==> config.mk <==
export PLATFORM = sky130hd
export DESIGN_NAME = ad9783_spi_responder
export DESIGN_NICKNAME = d
export VERILOG_FILES = /design/src/rtl/ad9783_pkg.sv /design/src/rtl/spi_edge_sync.sv /design/src/rtl/ad9783_spi_responder.sv
export SDC_FILE = /design/constraint.sdc
export NUM_CORES = 1
export LEC_CHECK = 0
export ABC_AREA = 1
export ABC_CLOCK_PERIOD_IN_PS = 2700
export CORE_MARGIN = 2
export CORE_UTILIZATION = 63
export CTS_CLUSTER_DIAMETER = 30
export DETAILED_ROUTE_END_ITERATION = 12
export GPL_TIMING_DRIVEN = 0
export PLACE_DENSITY = 0.81
export SYNTH_ARGS = -nofsm -noshare
export SYNTH_HDL_FRONTEND = slang
export SYNTH_SLANG_ARGS = --single-unit
==> constraint.sdc <==
create_clock -name clk_in -period 2.7 [get_ports clk_in]
set_clock_uncertainty 0.1 [all_clocks]
set_input_delay 0.54 -clock clk_in [delete_from_list [all_inputs] [get_ports clk_in]]
set_output_delay 0.54 -clock clk_in [all_outputs]
set_load 0.1 [all_outputs]
==> src/rtl/ad9783_pkg.sv <==
// ad9783_pkg: shared state encoding, register-file geometry and instruction field positions.
package ad9783_pkg;
    typedef enum logic [1:0] {IDLE, INSTR, DATA, DONE} state_e;
    localparam int ADDR_W = 5;
    localparam int N_REG = 32;
    localparam int INSTR_RW = 7;
    localparam int INSTR_N_HI = 6;
    localparam int INSTR_N_LO = 5;
    localparam logic [7:0] REG_RST = 8'h00;
endpackage

==> src/rtl/spi_edge_sync.sv <==
// spi_edge_sync: multi-flop synchronizer with rise/fall pulses from the last two synchronized samples.
module spi_edge_sync #(
    parameter int STAGES = 2,
    parameter logic RST_VAL = 1'b0
) (
    input  logic clk_i,
    input  logic rst_n_i,
    input  logic d_i,
    output logic q_o,
    output logic rise_o,
    output logic fall_o
);
    logic [STAGES-1:0] sync_q;
    logic prev_q;
    always_ff @(posedge clk_i or negedge rst_n_i) begin
        if (!rst_n_i) begin
            sync_q <= {STAGES{RST_VAL}};
            prev_q <= RST_VAL;
        end else begin
            sync_q <= {sync_q[STAGES-2:0], d_i};
            prev_q <= sync_q[STAGES-1];
        end
    end
    assign q_o = sync_q[STAGES-1];
    assign rise_o = q_o & ~prev_q;
    assign fall_o = ~q_o & prev_q;
endmodule

==> src/rtl/ad9783_spi_responder.sv <==
// ad9783_spi_responder: oversampled AD9783 SPI slave with 32x8 register file; AD9783_SPI_READBACK_EN enables reads.
module ad9783_spi_responder
    import ad9783_pkg::*;
#(
    parameter int SYNC_STAGES = 2
) (
    input  logic              clk_in,
    input  logic              rst_n_in,
    input  logic              spi_scs_in,
    input  logic              spi_sck_in,
    input  logic              spi_sdo_in,
    output logic              spi_sdi_out,
    input  logic [ADDR_W-1:0] reg_addr_in,
    output logic [7:0]        reg_data_out,
    output logic              wr_stb_out,
    output logic [ADDR_W-1:0] wr_addr_out,
    output logic [7:0]        wr_data_out,
    output logic              busy_out
);
    logic scs_s, scs_rise, scs_fall, sck_s, sck_rise, sck_fall, sdo_s, sdo_rise, sdo_fall;
    spi_edge_sync #(.STAGES(SYNC_STAGES), .RST_VAL(1'b1)) u_scs (
        .clk_i(clk_in), .rst_n_i(rst_n_in), .d_i(spi_scs_in),
        .q_o(scs_s), .rise_o(scs_rise), .fall_o(scs_fall));
    spi_edge_sync #(.STAGES(SYNC_STAGES), .RST_VAL(1'b0)) u_sck (
        .clk_i(clk_in), .rst_n_i(rst_n_in), .d_i(spi_sck_in),
        .q_o(sck_s), .rise_o(sck_rise), .fall_o(sck_fall));
    spi_edge_sync #(.STAGES(SYNC_STAGES), .RST_VAL(1'b0)) u_sdo (
        .clk_i(clk_in), .rst_n_i(rst_n_in), .d_i(spi_sdo_in),
        .q_o(sdo_s), .rise_o(sdo_rise), .fall_o(sdo_fall));
    state_e state_q, state_d;
    logic [7:0] shin_q, shin_d, next_byte;
    logic [2:0] bit_q, bit_d;
    logic [1:0] byte_q, byte_d, nb_q, nb_d;
    logic rw_q, rw_d;
    logic [ADDR_W-1:0] addr_q, addr_d, wr_addr_q, wr_addr_d;
    logic [7:0] wr_data_q, wr_data_d, reg_data_q;
    logic wr_stb_q, wr_stb_d;
    logic [7:0] regs_q [N_REG];
    assign next_byte = {shin_q[6:0], sdo_s};
`ifdef AD9783_SPI_READBACK_EN
    logic [7:0] shout_q, shout_d;
    logic [2:0] fbit_q, fbit_d;
    logic sdi_q, sdi_d;
    // First fall of each byte loads the register; later falls shift the copy out MSB first.
    always_comb begin
        shout_d = shout_q;
        fbit_d = fbit_q;
        sdi_d = sdi_q;
        if (state_q != DATA) begin
            fbit_d = 3'd0;
            sdi_d = 1'b0;
        end else if (rw_q && sck_fall) begin
            {sdi_d, shout_d} = (fbit_q == 3'd0) ? {regs_q[addr_q], 1'b0} : {shout_q, 1'b0};
            fbit_d = fbit_q + 3'd1;
        end
    end
    always_ff @(posedge clk_in or negedge rst_n_in) begin
        if (!rst_n_in) begin
            shout_q <= 8'd0;
            fbit_q <= 3'd0;
            sdi_q <= 1'b0;
        end else begin
            shout_q <= shout_d;
            fbit_q <= fbit_d;
            sdi_q <= sdi_d;
        end
    end
    assign spi_sdi_out = sdi_q & (state_q == DATA);
`else
    assign spi_sdi_out = 1'b0;
`endif
    always_comb begin
        state_d = state_q;
        shin_d = shin_q;
        bit_d = bit_q;
        byte_d = byte_q;
        nb_d = nb_q;
        rw_d = rw_q;
        addr_d = addr_q;
        wr_stb_d = 1'b0;
        wr_addr_d = wr_addr_q;
        wr_data_d = wr_data_q;
        if (scs_s) begin
            state_d = IDLE;
        end else begin
            case (state_q)
                IDLE: if (scs_fall) begin
                    state_d = INSTR;
                    bit_d = 3'd0;
                end
                INSTR: if (sck_rise) begin
                    shin_d = next_byte;
                    bit_d = bit_q + 3'd1;
                    if (bit_q == 3'd7) begin
                        state_d = DATA;
                        rw_d = next_byte[INSTR_RW];
                        nb_d = next_byte[INSTR_N_HI:INSTR_N_LO];
                        addr_d = next_byte[ADDR_W-1:0];
                        byte_d = 2'd0;
                    end
                end
                DATA: begin
                    if (sck_rise) begin
                        shin_d = next_byte;
                        bit_d = bit_q + 3'd1;
                        if (bit_q == 3'd7) begin
                            byte_d = byte_q + 2'd1;
                            state_d = (byte_q == nb_q) ? DONE : DATA;
                            if (!rw_q) begin
                                wr_stb_d = 1'b1;
                                wr_addr_d = addr_q;
                                wr_data_d = next_byte;
                                addr_d = addr_q - 5'd1;
                            end
                        end
                    end
`ifdef AD9783_SPI_READBACK_EN
                    if (rw_q && sck_fall && fbit_q == 3'd7) addr_d = addr_q - 5'd1;
`endif
                end
                default: ;
            endcase
        end
    end
    always_ff @(posedge clk_in or negedge rst_n_in) begin
        if (!rst_n_in) state_q <= IDLE;
        else state_q <= state_d;
    end
    always_ff @(posedge clk_in or negedge rst_n_in) begin
        if (!rst_n_in) begin
            shin_q <= 8'd0;
            bit_q <= 3'd0;
            byte_q <= 2'd0;
            nb_q <= 2'd0;
            rw_q <= 1'b0;
            addr_q <= '0;
            wr_stb_q <= 1'b0;
            wr_addr_q <= '0;
            wr_data_q <= 8'd0;
            reg_data_q <= 8'd0;
            for (int i = 0; i < N_REG; i++) regs_q[i] <= REG_RST;
        end else begin
            shin_q <= shin_d;
            bit_q <= bit_d;
            byte_q <= byte_d;
            nb_q <= nb_d;
            rw_q <= rw_d;
            addr_q <= addr_d;
            wr_stb_q <= wr_stb_d;
            wr_addr_q <= wr_addr_d;
            wr_data_q <= wr_data_d;
            reg_data_q <= regs_q[reg_addr_in];
            if (wr_stb_d) regs_q[wr_addr_d] <= wr_data_d;
        end
    end
    assign reg_data_out = reg_data_q;
    assign wr_stb_out = wr_stb_q;
    assign wr_addr_out = wr_addr_q;
    assign wr_data_out = wr_data_q;
    assign busy_out = (state_q != IDLE);
endmodule

==> flow_summary_export.csv, run 1 <==
group,metric,value,unit
run_status,status,"finished clean",
worst_hold_path,min_path_type,"reg -> reg",
global_routing,grt_max_degree,124,
job,maxCapViolCount,0,
placement,dp_hpwl,36.9,mm
floorplanning,start_util,63.9,%
placement,placed_area,16800,µm²
floorplanning,ioPinCount,34,
yosys,synth_seq_area_share,48.2,%
worst_setup_path,cp_cell_sequence,"clkdlybuf4s50_1",
floorplanning,chipWidth,163,µm
yosys,netlist.area_leader.share,47.7,%
routing,routed_wl,58.6,mm
yosys,synth_compound_area_share,1.42,%
yosys,synth_top_family_by_area,"simple AND/OR/NAND/NOR gates",
finish,areaGrowthSynthToFinish,21.0,%
timing,rsz0062_at_grt,"yes",
floorplanning,core,25000,µm²
global_routing,grt_remaining_overflow,0,
worst_setup_path,path_delay_family,"buffers and inverters",
global_routing,grt-busiest-layer,"met2",
cts,clockRootBuffer,"clkbuf_16",
timing,finalSetupTns,0,ns
yosys,ys.flop_type,"dfrtp_1",
power,p_per_area,741,nW/µm²
finish,diodes,0,
floorplanning,rows,58,
power,leakage,10.0,nW
yosys,yosys_warnings,0,
timing,max_freq,372,MHz
worst_setup_path,worst_setup_path_start_kind,"flop",
yosys,synthAdderAreaFrac,0.548,%
finish,final_common_cell,"nand2_1",
timing,slew_violations,0,
yosys,ys_seq_elements,308,
worst_setup_path,required,2.06,ns
routing,post_drt_wl_per_cell,23.4,µm
cts,cts.sinks,308,
finish,nets,2141,
finish,layout_common_cells,"nand2_1, dfrtp_1, nand4_1",
routing,dr.pass1.iters,8,
yosys,synth_area_leader_cell,"dfrtp_1",
global_routing,grt_pass1_wl,88.9,mm
worst_setup_path,critPathMaxStageDelay,1.14,ns
worst_setup_path,path_class,"reg -> out",
global_routing,use_met3,14.8,%
placement,globalplace.congestion,1.03,
worst_setup_path,cp-end-kind,"output port",
yosys,avgSynthCellArea,7.97,µm²
floorplanning,die_area,26700,µm²
timing,worstMarginPinSlew,0.988,ns
yosys,synth_enable_flop_cells,0,
yosys,syn_inst,2005,
global_routing,groute.usage.overall,44.7,%
cts,clk_latency,0.56,ns
cts,path_clk_slew,0.04,ns
global_routing,use_met2,65.1,%
yosys,synth-xor-area-share,0.219,%
worst_setup_path,critPathMaxFanout,2,
timing,slew-limit-headroom,34.1,%
routing,drt-vias-per-instance,6.59,
routing,vias,16500,
timing,fin_crit_sh,99.5,%
finish,final_area,19300,µm²
power,ir_drop,0.886,mV
timing,final_hold_viol_count,0,
routing,drtIter0Drc,2811,
worst_setup_path,cp_slowest_cell,"clkdlybuf4s50_1",
worst_setup_path,cp_num_buf_inv,1,
global_routing,grt_pass1_vias,15700,
global_routing,met1_usage,56.4,%
worst_setup_path,cp.arrival,2.05,ns
cts,cts_tree,"built",
routing,drc,0,
yosys,async_flop_share,100,%
floorplanning,die_y,163,µm
yosys,synthesis.nets,2022,
yosys,synthTopCellsByArea,"dfrtp_1, nand2_1, nand4_1",
cts,cts_buffers,67,
timing,setup_violations,0,
yosys,yosys-mux-area-fraction,0,%
timing,post-route-min-period,2.69,ns
yosys,synthSimpleGateAreaFrac,43.4,%
global_routing,antenna_found_initial,1,
routing,ant_nets,0,
cts,clock_path_buffers,3,
finish,post_route_cells_drive_above_1_share,14.9,%
yosys,netlist_area,16000,µm²
yosys,synth.lib_cells_used.distinct,31,
placement,numPortBuffers,29,
cts,htreeDepth,3,
report_power, final:
group          internal (mW)  switching, mW
Combinational          0.274          0.849
Clock                   5.67           2.72
Sequential              4.74         0.0731
Total                   10.7           3.64
metrics by stage:
step	utilization (%)	setup WS, ns	cells	total power [mW]	hold slack, ns
2_1_floorplan	-	0.519	2005	5.53	0.144
3_3_place_gp	66.7	-12.20	2364	5.89	0.233
3_5_place_dp	66.9	-0.424	2366	5.93	0.235
4_1_cts	76.2	-0.0592	2487	14.2	0.245
5_1_grt	77.3	-0.0577	2505	14.6	0.254
6_report	77.3	0.0139	2505	14.3	0.244
cells in the mapped netlist, types with 6 or more instances:
master / number
o21ai_1: 8
buf_4: 16
buf_1: 16
inv_1: 30
o21ai_0: 27
nand2_1: 926
a21oi_1: 6
nand4_1: 261
nand4_4: 24
clkbuf_1: 37
buf_6: 8
buf_2: 90
nand3_1: 197
dfrtp_1: 305
nand2_4: 6
ha_1: 7
state kept, by name (all words and copies together) (netlist names), 2 cells and up:
signal,cells
u_scs.sync_q,2
wr_addr_out,5
shin_q,7
byte_q,2
u_sck.sync_q,2
wr_data_out,8
u_sdo.sync_q,2
addr_q,5
state_q,2
bit_q,3
reg_data_out,8
regs_q,256
nb_q,2
cell families (layout without fill, tap and decap cells):
| group | count (synthesis) | in the layout |
|---|---|---|
| other | 1 | 1 |
| AOI/OAI and AO/OA | 44 | 44 |
| xor gates and xnor gates | 4 | 4 |
| and+or+nand+nor | 1439 | 1439 |
| DFF | 308 | 308 |
| buffers and inverters | 202 | 372 |
| adders and majority gates | 7 | 7 |
layout make-up:
class / count / area, µm²
inverters: 35 / 131
repair buffers: 50 / 488
fillers: 1766 / 5700
flip-flops and latches: 308 / 7710
clock inverters: 31 / 387
plain buffers: 167 / 931
multi-input cells: 1495 / 7360
clock buffers: 89 / 1920
well taps: 330 / 413
path summary, 6_finish.rpt:
kind | from | endpoint | slack (ns) | cells past startpoint
worst max-delay path | wr_data_out[5] | wr_data_out[5] | 0.01 | 1
worst min-delay path | u_sdo.sync_q[0] | u_sdo.sync_q[1] | 0.24 | 0
worst max register to register | state_q[0] | regs_q[93] | 0.05 | 11
worst min register to register | u_sdo.sync_q[0] | u_sdo.sync_q[1] | 0.24 | 0
max in group asynchronous | rst_n_in | regs_q[176] | 1.00 | 3
min in group asynchronous | rst_n_in | regs_q[20] | 0.48 | 2
layer usage:
metal / vias to the layer above / wire length, µm
met5: - / 43
li1: 6989 / -
met3: 425 / 8200
met4: 2 / 5020
met1: 7696 / 20300
met2: 1393 / 25000
timing repair:
item | in CTS | in global routing
pin swaps | 0 | 6
hold buffers | 1 | 0
resized for setup | 15 | 57
endpoints found under the setup margin | 75 | 256
endpoints found under the hold margin | 69 | 0
setup buffers | 0 | 18
Note: power is estimated with default switching activity, not from simulation.
==> run 2, diff against run 1 <==
--- a/config.mk
+++ b/config.mk
@@ -5,14 +5,13 @@
 export SDC_FILE = /design/constraint.sdc
 export NUM_CORES = 1
 export LEC_CHECK = 0
-export ABC_AREA = 1
 export ABC_CLOCK_PERIOD_IN_PS = 2700
 export CORE_MARGIN = 2
-export CORE_UTILIZATION = 63
+export CORE_UTILIZATION = 62
 export CTS_CLUSTER_DIAMETER = 30
 export DETAILED_ROUTE_END_ITERATION = 12
 export GPL_TIMING_DRIVEN = 0
-export PLACE_DENSITY = 0.81
+export PLACE_DENSITY = 0.8
 export SYNTH_ARGS = -nofsm -noshare
 export SYNTH_HDL_FRONTEND = slang
 export SYNTH_SLANG_ARGS = --single-unit
==> run 2 against run 1 <==
Compared with the run above: the run now ends with negative hold slack, negative setup slack left; register-to-register slack lost 0.09 ns; global-route usage shrank 7.4 points; clock-buffer cell count shrank 17; wire length shrank 28%; flip-flop and latch count is the same; maximum frequency shrank 1.9%; via count shrank 36%; combinational power shrank 34%; worst setup slack lost 0.052 ns; clock power shrank 14%; utilization grew 0.18 points; critical path type is now reg -> reg; largest cell class unchanged; largest power group unchanged; highest routed layer unchanged.
==> flow_summary_export.csv, run 2 <==
group,metric,value,unit
run_status,status,"finished, violations left",
run_status,violations,"negative hold slack, negative setup slack",
finish,regMostFlops,"regs_q",
yosys,syn_inst,1135,
floorplanning,die_y,151,µm
placement,placedCellCount,1439,
timing,slew_violations,0,
timing,post-route-min-period,2.74,ns
timing,setup_slack,-0.0377,ns
cts,clock_path_buffers,3,
power,p_per_area,776,nW/µm²
floorplanning,start_util,63.5,%
worst_setup_path,path_class,"reg -> reg",
timing,fin_crit_sh,101,%
routing,ant_nets,0,
floorplanning,ioPinCount,34,
yosys,yosysMostFrequentCell,"dfrtp_1",
routing,vias,10600,
routing,post_drt_wl_per_cell,26.9,µm
routing,drt-vias-per-instance,6.78,
cts,cts_buffers,56,
timing,finalSetupTns,-0.0821,ns
yosys,yosys_warnings,0,
cts,cts_hold_buf,0,
cts,cts.sinks,308,
worst_setup_path,critPathMaxFanout,10,
power,leakage,7.64,nW
finish,final_util,77.4,%
worst_setup_path,reg2regPathDepth,8,
routing,routed_wl,42.2,mm
floorplanning,chipWidth,151,µm
timing,worstMarginPinSlew,1.19,ns
yosys,synth_seq_area_share,57.4,%
yosys,netlist_area,13400,µm²
yosys,synth_area_leader_cell,"dfrtp_1",
placement,numPortBuffers,27,
finish,largest_reg_flops,256,
floorplanning,rows,53,
cts,clockRootBuffer,"clkbuf_16",
yosys,ys_seq_elements,308,
cts,path_clk_slew,0.05,ns
finish,fillers,1176,
timing,setup_violations,3,
yosys,async_flop_share,100,%
cts,htreeDepth,2,
timing,max_freq,365,MHz
power,ir_drop,0.604,mV
yosys,netlist.area_leader.share,56.8,%
yosys,synth_enable_flop_cells,0,
floorplanning,die_area,22900,µm²
placement,globalplace.congestion,0.939,
job,maxCapViolCount,0,
yosys,synthesis.nets,1152,
finish,nets,1261,
timing,slew-limit-headroom,18.8,%
global_routing,grt_remaining_overflow,0,
worst_setup_path,worst_setup_path_start_kind,"flop",
finish,final_common_cell,"dfrtp_1",
global_routing,antenna_found_initial,1,
worst_setup_path,cp-end-kind,"flop",
finish,post_route_cells_drive_above_1_share,25.3,%
power,p_total,12.7,mW
yosys,synth_common_cells,"dfrtp_1, o21ai_0, nand2_1",
global_routing,groute.usage.overall,37.3,%
yosys,synth.lib_cells_used.distinct,41,
worst_setup_path,cp.arrival,3.08,ns
timing,final_hold_viol_count,32,
placement,dp_hpwl,24.3,mm
worst_hold_path,min_path_type,"in -> async",
timing,timing.hold.ws,-0.0321,ns
finish,final_area,16400,µm²
finish,areaGrowthSynthToFinish,21.9,%
yosys,synthTopCellsByArea,"dfrtp_1, mux4_2, o21ai_0",
routing,drtIter0Drc,1537,
yosys,avgSynthCellArea,11.8,µm²
floorplanning,core,21200,µm²
global_routing,grt_pass1_vias,10800,
finish,instances_no_fill,1568,
routing,drc,0,
placement,dp_slack,-0.622,ns
yosys,ys.flop_type,"dfrtp_1",
routing,dr.pass1.iters,7,
cts,cts_tree,"built",
worst_setup_path,required,3.04,ns
finish,layout_common_cells,"dfrtp_1, o21ai_0, nand2_1",
global_routing,grt_max_degree,117,
global_routing,grt_pass1_wl,62.5,mm
placement,placed_area,14100,µm²
cts,clk_latency,0.57,ns
==> run 2: changes by cell type after synthesis, sizes merged, moves of 80 or more <==
cell	change
nand2	-756
nand4	-264
nand3	-195
o21ai	+152
buf	-87
mux4	+80
==> run 2: worst max-delay path: stages (launching register included) <==
cell	delay [ns]
dfrtp_1	0.41
inv_1	0.11
ha_2	0.27
and2b_2	0.31
buf_2	0.30
clkbuf_4	0.28
nand4_1	0.16
clkbuf_1	0.31
o21ai_0	0.35
==> run 2: final cells by class <==
cell class / instances / area, µm² / area share (%)
multi-input combinational: 709 / 5230 / 31.9
clock inverter: 33 / 398 / 2.43
tap: 275 / 344 / 2.10
clock buffer: 72 / 1580 / 9.67
inverter: 21 / 78.8 / 0.481
sequential: 308 / 7710 / 47.1
timing repair buffer: 52 / 510 / 3.12
buffer: 96 / 518 / 3.16
antenna: 2 / 5.00 / 0.0306
==> run 2: where the power goes <==
| group | switching, mW | internal [mW] | leakage, nW |
|---|---|---|---|
| clock | 2.44 | 4.81 | 0.954 |
| sequential | 0.0515 | 4.68 | 4.28 |
| combinational | 0.510 | 0.230 | 2.41 |
| total | 3.00 | 9.72 | 7.64 |
==> run 2: what timing repair did <==
| action | CTS | global route |
|---|---|---|
| hold endpoints to repair | 0 | 0 |
| buffers inserted | 18 | 5 |
| endpoints found under the setup margin | 239 | 220 |
| gates resized for setup | 38 | 41 |
| pin swaps | 17 | 6 |
==> run 2: metal layers <==
metal	part of all wire (%)	global-route usage (%)
met5	0.23	3.41
met4	7.3	20.5
met3	13	13.8
met2	46	57.2
met1	34	46.1
==> run 2: cell families (layout without fill, tap and decap cells) <==
logic type,Yosys count,count (layout),synth area share (%)
xor+xnor,2,2,0.130
other cells,1,3,0.0279
flops,308,308,57.4
fa+ha+maj,7,7,0.652
compound gates,257,257,9.86
mux,138,138,18.2
simple gates,304,304,9.95
buf+inv,118,274,3.83
==> run 2: path summary, 6_finish.rpt <==
check / to / from / slack [ns]
min in group clk_in: u_sck.sync_q[1] / u_sck.sync_q[0] / 0.24
worst max-delay path: regs_q[179] / state_q[0] / -0.04
worst max register to register: regs_q[179] / state_q[0] / -0.04
max in group asynchronous: regs_q[157] / rst_n_in / 1.54
worst min-delay path: regs_q[240] / rst_n_in / -0.03
worst min register to register: u_sck.sync_q[1] / u_sck.sync_q[0] / 0.24
==> run 3, diff against run 2 <==
--- a/config.mk
+++ b/config.mk
@@ -7,11 +7,12 @@
 export LEC_CHECK = 0
 export ABC_CLOCK_PERIOD_IN_PS = 2700
 export CORE_MARGIN = 2
-export CORE_UTILIZATION = 62
+export CORE_UTILIZATION = 45
 export CTS_CLUSTER_DIAMETER = 30
 export DETAILED_ROUTE_END_ITERATION = 12
+export GPL_ROUTABILITY_DRIVEN = 0
 export GPL_TIMING_DRIVEN = 0
-export PLACE_DENSITY = 0.8
+export PLACE_DENSITY = 0.61
 export SYNTH_ARGS = -nofsm -noshare
 export SYNTH_HDL_FRONTEND = slang
 export SYNTH_SLANG_ARGS = --single-unit
==> run 3 against run 2 <==
Compared with the run above: the run now ends clean; wire length down 10%; global-route usage down 12 points; utilization down 20 points; clock power up 15%; flip-flop and latch count unchanged; critical endpoint is now reg_data_out[5].
==> flow_summary_export.csv, run 3 (synthesized netlist as in run 2, its figures left out) <==
group,metric,value,unit
run_status,status,"finished clean",
floorplanning,core,29600,µm²
power,leakage,7.81,nW
floorplanning,start_util,45.5,%
timing,setup_slack,0.0143,ns
finish,regMostFlops,"regs_q",
worst_setup_path,path_class,"in -> reg",
global_routing,grt_pass1_vias,10100,
finish,largest_reg_flops,256,
cts,clk_latency,0.57,ns
routing,ant_nets,0,
cts,htreeDepth,3,
routing,drtIter0Drc,998,
placement,dp_hpwl,25.2,mm
cts,cts.sinks,308,
worst_setup_path,reg2reg_slack,0.09,ns
floorplanning,chipWidth,177,µm
cts,path_clk_slew,0.05,ns
cts,clock_path_buffers,3,
finish,diodes,0,
power,p_per_area,810,nW/µm²
finish,final_area,17000,µm²
floorplanning,die_y,177,µm
job,maxCapViolCount,0,
routing,routed_wl,37.8,mm
worst_setup_path,required,3.04,ns
timing,fin_crit_sh,99.5,%
floorplanning,die_area,31300,µm²
finish,final_util,57.6,%
global_routing,grt_max_degree,123,
routing,drt-vias-per-instance,5.70,
finish,post_route_cells_drive_above_1_share,26.3,%
finish,final_common_cell,"dfrtp_1",
finish,layout_common_cells,"dfrtp_1, o21ai_0, nand2_1",
floorplanning,rows,63,
routing,post_drt_wl_per_cell,22.3,µm
routing,dr.pass1.iters,5,
worst_hold_path,min_path_type,"reg -> reg",
global_routing,groute.usage.overall,25.4,%
global_routing,antenna_found_initial,0,
worst_setup_path,critPathMaxStageDelay,0.65,ns
timing,setup_violations,0,
cts,clockRootBuffer,"clkbuf_16",
placement,dp_slack,-0.615,ns
finish,areaGrowthSynthToFinish,26.6,%
worst_setup_path,cp-end-kind,"flop",
floorplanning,ioPinCount,34,
timing,final_hold_viol_count,0,
cts,cts_buffers,67,
placement,placed_area,14300,µm²
timing,max_freq,372,MHz
worst_setup_path,cp.arrival,3.03,ns
global_routing,grt_remaining_overflow,0,
finish,nets,1278,
timing,worstMarginPinSlew,1.19,ns
timing,slew_violations,0,
timing,timing.hold.ws,0.245,ns
routing,drc,0,
worst_setup_path,critPathMaxFanout,10,
timing,slew-limit-headroom,18.9,%
power,ir_drop,0.492,mV
global_routing,grt_pass1_wl,59.0,mm
worst_setup_path,worst_setup_path_start_kind,"input port",
power,p_total,13.8,mW
timing,post-route-min-period,2.69,ns
worst_setup_path,cp_slowest_cell,"buf_1",
placement,numPortBuffers,27,
worst_setup_path,cp_cell_sequence,"clkbuf_1 -> buf_1 -> mux4_2 -> mux4_2 -> mux2_2",
routing,vias,9678,
cts,cts_tree,"built",
worst_setup_path,cpMostUsedCell,"mux4_2",
## run 3: cell count changes in the layout (fill, tap and decap cells not counted), moves of 3 or more
cell        before  now
buf_4           41   44
clkbuf_1        40   47
clkbuf_16       58   68
clkbuf_8         8   11
clkinv_2        10    7
clkinv_4         7    3
clkinvlp_4       8    2
mux2i_1          7    2
mux2i_4          0    7
## run 3: stage by stage
step	std cells	TNS (ns)
floorplan	1135	0
global placement	1552	-3851.91
detailed placement	1554	-38.91
CTS	1687	0
global route	1699	-0.850
finish	1699	0
## run 3: worst paths after layout
| path | from | to | depth (start not counted) |
|---|---|---|---|
| worst max register to register | bit_q[0] | regs_q[133] | 10 |
| min in group asynchronous | rst_n_in | regs_q[224] | 2 |
| worst min register to register | u_sdo.sync_q[0] | u_sdo.sync_q[1] | 0 |
| worst max-delay path | reg_addr_in[2] | reg_data_out[5] | 5 |
| max in group asynchronous | rst_n_in | regs_q[33] | 4 |
| worst min-delay path | u_sdo.sync_q[0] | u_sdo.sync_q[1] | 0 |
## run 3: final cells by class
type	instances	area, µm²
Clock buffer	90	1890
Sequential cell	308	7710
Buffer	96	536
Timing Repair Buffer	58	556
Inverter	21	78.8
Clock inverter	27	437
Fill cell	2438	12500
Tap cell	390	488
Multi-Input combinational cell	709	5310
## run 3: per-layer routing
| metal | up-vias | global-route usage (%) | routed length, µm |
|---|---|---|---|
| met4 | 0 | 11.8 | 1520 |
| met3 | 91 | 4.15 | 1800 |
| met5 | - | 0 | 0 |
| met2 | 286 | 40.6 | 18200 |
| met1 | 4997 | 34.2 | 16300 |
| li1 | 4304 | - | - |
## run 3: timing repair
action	in CTS	in global routing
buffers inserted	15	13
gates resized for setup	49	44
pin swaps	14	4
endpoints found under the hold margin	92	0
endpoints found under the setup margin	219	227
hold buffers	1	0
## run 3: critical path, delay by kind of cell
kind                   cells  cell delay [ns]
buffers and inverters      2             1.21
muxes                      3             1.27
## run 3: where the power goes
group | internal [mW] | leakage, nW | total (mW) | switching, mW
registers | 4.69 | 4.28 | 4.74 | 0.0555
clock network | 5.70 | 1.14 | 8.32 | 2.62
logic | 0.230 | 2.40 | 0.721 | 0.491
